## src/rtl/graphics_type_pkg.sv

```systemverilog
// Shared vertex/triangle types, screen geometry and the projection sequencer state encoding.
package graphics_type;

   localparam int SCREEN_W = 640;
   localparam int SCREEN_H = 480;
   localparam int FOCAL    = 800;
   localparam int Z_BIAS   = 400;

   typedef struct packed {
      logic signed [9:0] x;
      logic signed [9:0] y;
      logic signed [9:0] z;
   } vertex_3d_t;

   typedef struct packed {
      logic [9:0]        x;
      logic [8:0]        y;
      logic signed [9:0] z;
   } vertex_2d_t;

   typedef struct packed {
      vertex_3d_t [2:0] v;
   } triangle_3d_t;

   typedef struct packed {
      vertex_2d_t [2:0] v;
   } triangle_2d_t;

   typedef enum logic [2:0] {
      IDLE,
      P0,
      P1,
      P2,
      CHK,
      OUT
   } proj_state_t;

endpackage

```

## src/rtl/projection_sequencer_projector.sv

```systemverilog
// Combinational perspective projector: screen = centre + coord*FOCAL/(z+Z_BIAS), clamped to the screen.
// Zero latency, no handshake; z passes through unchanged.
module projector
   import graphics_type::*;
(
   input  vertex_3d_t v_in,
   output vertex_2d_t v_out
);

   logic signed [11:0] z_ext;
   logic signed [11:0] div_raw;
   logic signed [20:0] div;
   logic signed [20:0] x_ext;
   logic signed [20:0] y_ext;
   logic signed [20:0] num_x;
   logic signed [20:0] num_y;
   logic signed [20:0] s_x;
   logic signed [20:0] s_y;

   always_comb begin
      z_ext   = {{2{v_in.z[9]}}, v_in.z};
      div_raw = z_ext + 12'(Z_BIAS);
      // Out-of-range z only reaches here for near-rejected triangles; keep the divisor legal anyway.
      div     = (div_raw < 12'sd1) ? 21'sd1 : {{9{div_raw[11]}}, div_raw};
      x_ext   = {{11{v_in.x[9]}}, v_in.x};
      y_ext   = {{11{v_in.y[9]}}, v_in.y};
      num_x   = x_ext * 21'(FOCAL);
      num_y   = y_ext * 21'(FOCAL);
      s_x     = (num_x / div) + 21'(SCREEN_W / 2);
      s_y     = (num_y / div) + 21'(SCREEN_H / 2);

      v_out   = '0;
      if (s_x < 21'sd0)
         v_out.x = '0;
      else if (s_x > 21'(SCREEN_W - 1))
         v_out.x = 10'(SCREEN_W - 1);
      else
         v_out.x = s_x[9:0];

      if (s_y < 21'sd0)
         v_out.y = '0;
      else if (s_y > 21'(SCREEN_H - 1))
         v_out.y = 9'(SCREEN_H - 1);
      else
         v_out.y = s_y[8:0];

      v_out.z = v_in.z;
   end

endmodule

```

## src/rtl/projection_sequencer.sv

```systemverilog
// Projects one triangle at a time through a shared projector, then near/backface culls it.
// out_valid 5 cycles after accept; in_ready low outside IDLE, OUT holds until out_ready.
module projection_sequencer
   import graphics_type::*;
#(
   parameter int CNT_W  = 16,
   parameter int NEAR_Z = -399
) (
   input  logic               clk,
   input  logic               rst_n,
   input  logic               in_valid,
   output logic               in_ready,
   input  triangle_3d_t       in_tri,
   input  logic               cull_en,
   output logic               out_valid,
   input  logic               out_ready,
   output triangle_2d_t       out_tri,
   output logic [CNT_W-1:0]   cnt_in,
   output logic [CNT_W-1:0]   cnt_out,
   output logic [CNT_W-1:0]   cnt_drop,
   output logic               busy
);

   proj_state_t        state;
   triangle_3d_t       tri_q;
   logic               cull_q;
   logic               near_bad;
   logic               near_in;
   vertex_3d_t         proj_in;
   vertex_2d_t         proj_out;
   logic signed [10:0] dx1;
   logic signed [10:0] dy1;
   logic signed [10:0] dx2;
   logic signed [10:0] dy2;
   logic signed [21:0] prod_a;
   logic signed [21:0] prod_b;
   logic signed [22:0] edge_val;

   assign in_ready = (state == IDLE);
   assign busy     = (state != IDLE);

   always_comb begin
      near_in = 1'b0;
      for (int i = 0; i < 3; i++) begin
         if (in_tri.v[i].z < NEAR_Z)
            near_in = 1'b1;
      end
   end

   always_comb begin
      case (state)
         P1:      proj_in = tri_q.v[1];
         P2:      proj_in = tri_q.v[2];
         default: proj_in = tri_q.v[0];
      endcase
   end

   projector u_projector (
      .v_in  (proj_in),
      .v_out (proj_out)
   );

   // Screen coords are unsigned; the extra zero bit makes the differences exact in 11-bit signed.
   always_comb begin
      dx1      = $signed({1'b0, out_tri.v[1].x}) - $signed({1'b0, out_tri.v[0].x});
      dx2      = $signed({1'b0, out_tri.v[2].x}) - $signed({1'b0, out_tri.v[0].x});
      dy1      = $signed({2'b00, out_tri.v[1].y}) - $signed({2'b00, out_tri.v[0].y});
      dy2      = $signed({2'b00, out_tri.v[2].y}) - $signed({2'b00, out_tri.v[0].y});
      prod_a   = 22'(dx1) * 22'(dy2);
      prod_b   = 22'(dx2) * 22'(dy1);
      edge_val = 23'(prod_a) - 23'(prod_b);
   end

   always_ff @(posedge clk or negedge rst_n) begin
      if (!rst_n) begin
         state     <= IDLE;
         tri_q     <= '0;
         cull_q    <= 1'b0;
         near_bad  <= 1'b0;
         out_valid <= 1'b0;
         out_tri   <= '0;
         cnt_in    <= '0;
         cnt_out   <= '0;
         cnt_drop  <= '0;
      end else begin
         case (state)
            IDLE: begin
               if (in_valid) begin
                  tri_q    <= in_tri;
                  cull_q   <= cull_en;
                  near_bad <= near_in;
                  cnt_in   <= cnt_in + CNT_W'(1);
                  state    <= P0;
               end
            end
            P0: begin
               out_tri.v[0] <= proj_out;
               state        <= P1;
            end
            P1: begin
               out_tri.v[1] <= proj_out;
               state        <= P2;
            end
            P2: begin
               if (!near_bad)
                  out_tri.v[2] <= proj_out;
               state <= CHK;
            end
            CHK: begin
               if (near_bad || (cull_q && (edge_val <= 23'sd0))) begin
                  cnt_drop <= cnt_drop + CNT_W'(1);
                  state    <= IDLE;
               end else begin
                  out_valid <= 1'b1;
                  state     <= OUT;
               end
            end
            OUT: begin
               if (out_ready) begin
                  out_valid <= 1'b0;
                  cnt_out   <= cnt_out + CNT_W'(1);
                  state     <= IDLE;
               end
            end
            default: state <= IDLE;
         endcase
      end
   end

endmodule
```

## config.mk

```make
export PLATFORM = sky130hd
export DESIGN_NAME = projection_sequencer
export DESIGN_NICKNAME = d
export VERILOG_FILES = /design/src/rtl/graphics_type_pkg.sv /design/src/rtl/projection_sequencer_projector.sv /design/src/rtl/projection_sequencer.sv
export SDC_FILE = /design/constraint.sdc
export NUM_CORES = 2
export LEC_CHECK = 0
export CORE_MARGIN = 2
export CORE_UTILIZATION = 44
export CTS_CLUSTER_SIZE = 16
export DETAILED_ROUTE_END_ITERATION = 8
export PLACE_DENSITY_LB_ADDON = 0.2
export SLEW_MARGIN = 30
export SYNTH_ARGS = -nofsm -noshare
export SYNTH_HDL_FRONTEND = slang
export SYNTH_SLANG_ARGS = --single-unit
```

## constraint.sdc

```tcl
create_clock -name clk -period 104.2 [get_ports clk]
set_input_delay 15.63 -clock clk [delete_from_list [all_inputs] [get_ports clk]]
set_output_delay 15.63 -clock clk [all_outputs]
set_load 0.03 [all_outputs]
```

* Yosys cells after proc, flatten, opt, wreduce, memory -nomap -nowiden
Index checks and enable logic that the tools add are counted.
Storage, ports and cells: register bits after elaboration 231, logic and storage cells 87
Cells by class: $add $sub $neg 11, multipliers 4, divide/modulo/power cells 2, magnitude comparators 9, eq/ne operators 8, mux-type cells 16, bitwise gates (word level) 1, reduce and logical (&&, ||, !) cells 11
Operators by type and width (number):
- $pmux W30 S2 | 1
- $add A16 B1 Y16 const B | 3
- $div A21 B21 Y21 | 2
- $lt A21 B1 Y1 const B | 2
- $mul A11 B10 Y21 | 2
- $mul A10 B6 Y16 const B | 2
- $lt A10 B10 Y1 const B | 3
- $le A22 B1 Y1 const B | 1
- $sub A10 B10 Y11 | 2
- $sub A21 B21 Y22 | 1
- $add A21 B10 Y21 const B | 1
- $add A21 B9 Y21 const B | 1
- $gt A21 B10 Y1 const B | 1
- $gt A21 B11 Y1 const B | 1
- $mux W21 | 1
- $mux W10 | 2
- $sub A9 B9 Y10 | 2
- $mux W9 | 2
- $pmux W3 S6 | 1
- $lt A12 B2 Y1 const B | 1
- $add A10 B10 Y11 const B | 1
- $reduce_and A2 Y1 | 5
- $mux W3 | 3
- $eq A3 B2 Y1 const B | 2
- 12 further kinds | 19

* Logic depth before layout (Yosys ltp)
depth after elaboration 10, mapped depth 250

* Modules after synthesis
A second synthesis with hierarchy kept.
Second synthesis, totals: cell total of the unflattened synthesis 6008, area, all modules 49212.2 sq um
By module, submodules not included:
- projector | times used 1, cells an instance 4151, area each 29306.9 sq um, sequential area each 0.0 sq um
- projection_sequencer | times used 1, cells an instance 1857, area each 19905.3 sq um, sequential area each 5780.5 sq um

* Worst setup path before layout
Ideal clock, no wire load.
path type register to register, start point register state[1], end point register out_tri[84] (netlist bit), setup time 0.077 ns, arrival 48.347 ns, required time 104.123 ns, path slack 55.776 ns, stages on the path, launching flop included 219, clock period less this slack 48.424 ns, path through dfrtp_1 -> nor2b_4 -> buf_6 -> mux2i_2 -> inv_1 -> ha_1 -> clkbuf_1 -> xnor2_1 -> nand3_1 -> o21ai_0 -> nor4bb_1 -> ha_1 -> nor3b_1 -> a22oi_2 -> inv_2 -> clkbuf_1 -> ha_1 -> inv_1 -> [... 183 more ...] -> nand4_1 -> nor2_1 -> nand4_1 -> nor4_1 -> a2111oi_0 -> o22ai_1 -> inv_1 -> ha_1 -> nand2_1 -> nor3_1 -> nand3_1 -> or4_1 -> a31oi_1 -> o21ai_1 -> nor4_2 -> xnor2_1 -> or4b_4 -> o21ai_1
RTL lines:
- start: declaration | line projection_sequencer.sv:24 | proj_state_t state;
- start signal: assignment | line projection_sequencer.sv:76 | state <= IDLE;
- start signal: assignment | line projection_sequencer.sv:93 | state <= P0;
- start signal: assignment | line projection_sequencer.sv:98 | state <= P1;
- end: declaration | line projection_sequencer.sv:17 | output triangle_2d_t out_tri,

==> metrics.cfg <==
[detailed_routing]
firstDrtPassIters = 7
postRouteAntennaNets = 0
drt_iter0_drc = 3728
wire_per_inst_microns = 20.67
drc = 0
viasPerCell = 5.940
routed_wl_microns = 160300
via_count = 46086

[logic_synthesis]
yosysMostFrequentCell = ha_1
synthMuxAreaShare_pct = 5.417
yosysUniqueCellTypes = 105
synth-seq-cells = 231
synth_common_cells = ha_1 (660), nor2_1 (642), nand2_1 (507)
netlist_instances = 6042
yosysWarnings = 0
synth_top_family_by_area = adder cells
synth_ff_type = dfrtp_1
synth_xor_area_share_pct = 8.033
async_reset_ff_share_pct = 100.0
netlist.area_leader.share_pct = 17.21
synth-adder-area-share_pct = 28.27
yosysTopAreaCell = ha_1
synth_edf_count = 0
synthSimpleGateAreaFrac_pct = 19.58
ys_seq_area_share_pct = 12.05
synth_compound_area_share_pct = 21.87
avgSynthCellArea_sq_um = 7.940
synth_area_leaders = ha_1 (17%), dfrtp_1 (12%), fa_1 (11%)
synth_area_sq_um = 47970

[grt]
grt_overflow = 0
grt_use_total_pct = 28.35
grt_max_degree = 115
grt_pass1_wl_microns = 254400
grt_antenna_before_repair = 6
grt_pass1_vias = 45165

[clock_network]
postCtsHoldBufs = 0
post_cts_buffers = 0
root_buffer = clkbuf_16
cts.reportedPaths.clkPinSlew_ps = 60
cts.htree.levels = 1
clock_latency_ps = 590
post_cts_resize_count = 0
cts_buffers = 27
cts.path.max_buffers = 3
cts_tree = done
cts.sinks = 231

[floorplanning]
die_y_microns = 334.2
die_x_microns = 334.2
start_util_pct = 44.19
coreArea_sq_um = 108600
boundaryPins = 233
die-area_sq_um = 111700
rows = 121

[min_path]
hold_depth = 1
hold_path.class = register to register
worstHoldStart = cnt_in[15]

[finish]
multiInputGateArea_sq_um = 40540
num-fill-cells = 10653
final_nets = 7342
syn_to_final_growth_pct = 11.77
register_area_sq_um = 5782
layout-drive-gt1-share_pct = 7.285

[timing]
setup_ws_ps = 45720
rsz0062_at_grt = no
finalCritPeriodShare_pct = 56.12
worst_pin_slew_ps = 1100
setup_viol = 0
finalClockSkew_ps = 23.88
min_period_ps = 58480
slew_viol_final = 0
hold_viol = 0
fin_tns_setup_ps = 0
relSlewSlack_pct = 26.40
max_freq_mhz = 17.10

[setup_path]
required_ps = 104690
worstRegToRegCells = 210
reg2reg_slack_ps = 45720
critPathMaxFanout = 34
path_buf_inv = 18
criticalPathCategory = register to register
cp.depth = 210
critical_path_arrival_ps = 58970
endpoint_kind = register
critPathMostFrequentCell = ha_1
critPathTopFamily = compound AO/OA/AOI/OAI gates
slowest_stage = xor2_1
start_kind = register
rr_startpoint = state[1]
max_stage_delay_ps = 900
crit_path_start = state[1]

[place]
place_congestion = 0.9940
place_ws_ps = 46230
dp_hpwl_microns = 130900
portBuffers = 232

[flow_run]
maxCapViolCount = 0

[run_status]
outcome = finished clean

==> worst paths after layout <==
kind	to
hold reg to reg	cnt_in[15]
setup / recovery	out_tri[51]
setup reg to reg	out_tri[51]
hold / removal	cnt_in[15]
min in group asynchronous	tri_q[55]
max in group asynchronous	cnt_drop[15]
==> cells in the final DEF, fill, tap and decap left out, types with 60 or more instances in the layout <==
master,synthesis,layout
or3_1,69,69
a21oi_1,396,395
clkdlybuf4s50_1,0,231
buf_4,1,91
nand2b_1,92,90
a21o_1,166,166
a31oi_1,68,67
xor2_1,139,139
nor2b_1,61,60
nor2_1,642,639
o21a_1,147,147
ha_1,660,660
fa_1,265,265
nor3_1,156,155
inv_1,409,407
o21ai_0,374,373
conb_1,1,110
xnor2_1,301,288
mux2_2,173,173
o31ai_1,69,67
nand4_1,62,62
nand3_1,138,138
dfrtp_1,231,230
or2_2,60,60
nand2_1,507,505
==> sequential cells by signal (all words and copies together) (netlist names) <==
signal	count
out_valid	1
cnt_in	16
cull_q	1
out_tri	87
cnt_drop	16
state	3
near_bad	1
tri_q	90
cnt_out	16
==> layer usage <==
layer	global-route usage, %	vias to the layer above	routed length, microns
met3	3.398	323	9763
met1	37.84	22151	70050
li1	-	22127	-
met2	47.09	1483	73910
met5	0	-	13
met4	10.24	2	6609
==> layout make-up <==
class | instances | share of cell area, %
Timing Repair Buffer | 327 | 5.743
Sequential cell | 231 | 10.78
Antenna cell | 2 | 0.009334
Clock inverter | 13 | 0.2893
Inverter | 414 | 2.898
Multi-Input combinational cell | 5321 | 75.60
Tap cell | 1414 | 3.300
Clock buffer | 36 | 1.379
==> logic make-up after synthesis <==
logic type	after synthesis
mux	234
fa+ha+maj	925
buf+inv	599
compound gates	1624
xor+xnor	440
other cells	1
flops	231
simple gates	1988
==> metrics by stage <==
stage / hold slack [ps] / cells / area [sq um] / utilization [%]
6_report: 470.6 / 7758 / 53620 / 49.40
5_1_grt: 488.6 / 7756 / 53620 / 49.39
4_1_cts: 472.6 / 7753 / 53510 / 49.30
3_5_place_dp: 464.8 / 7704 / 52620 / 48.47
3_3_place_gp: 457.4 / 7704 / 52560 / 48.42
2_1_floorplan: 452.9 / 6151 / 48380 / -
Power is not shown: default switching activity piles up to over one toggle a cycle in this logic, so the estimate is an artifact.
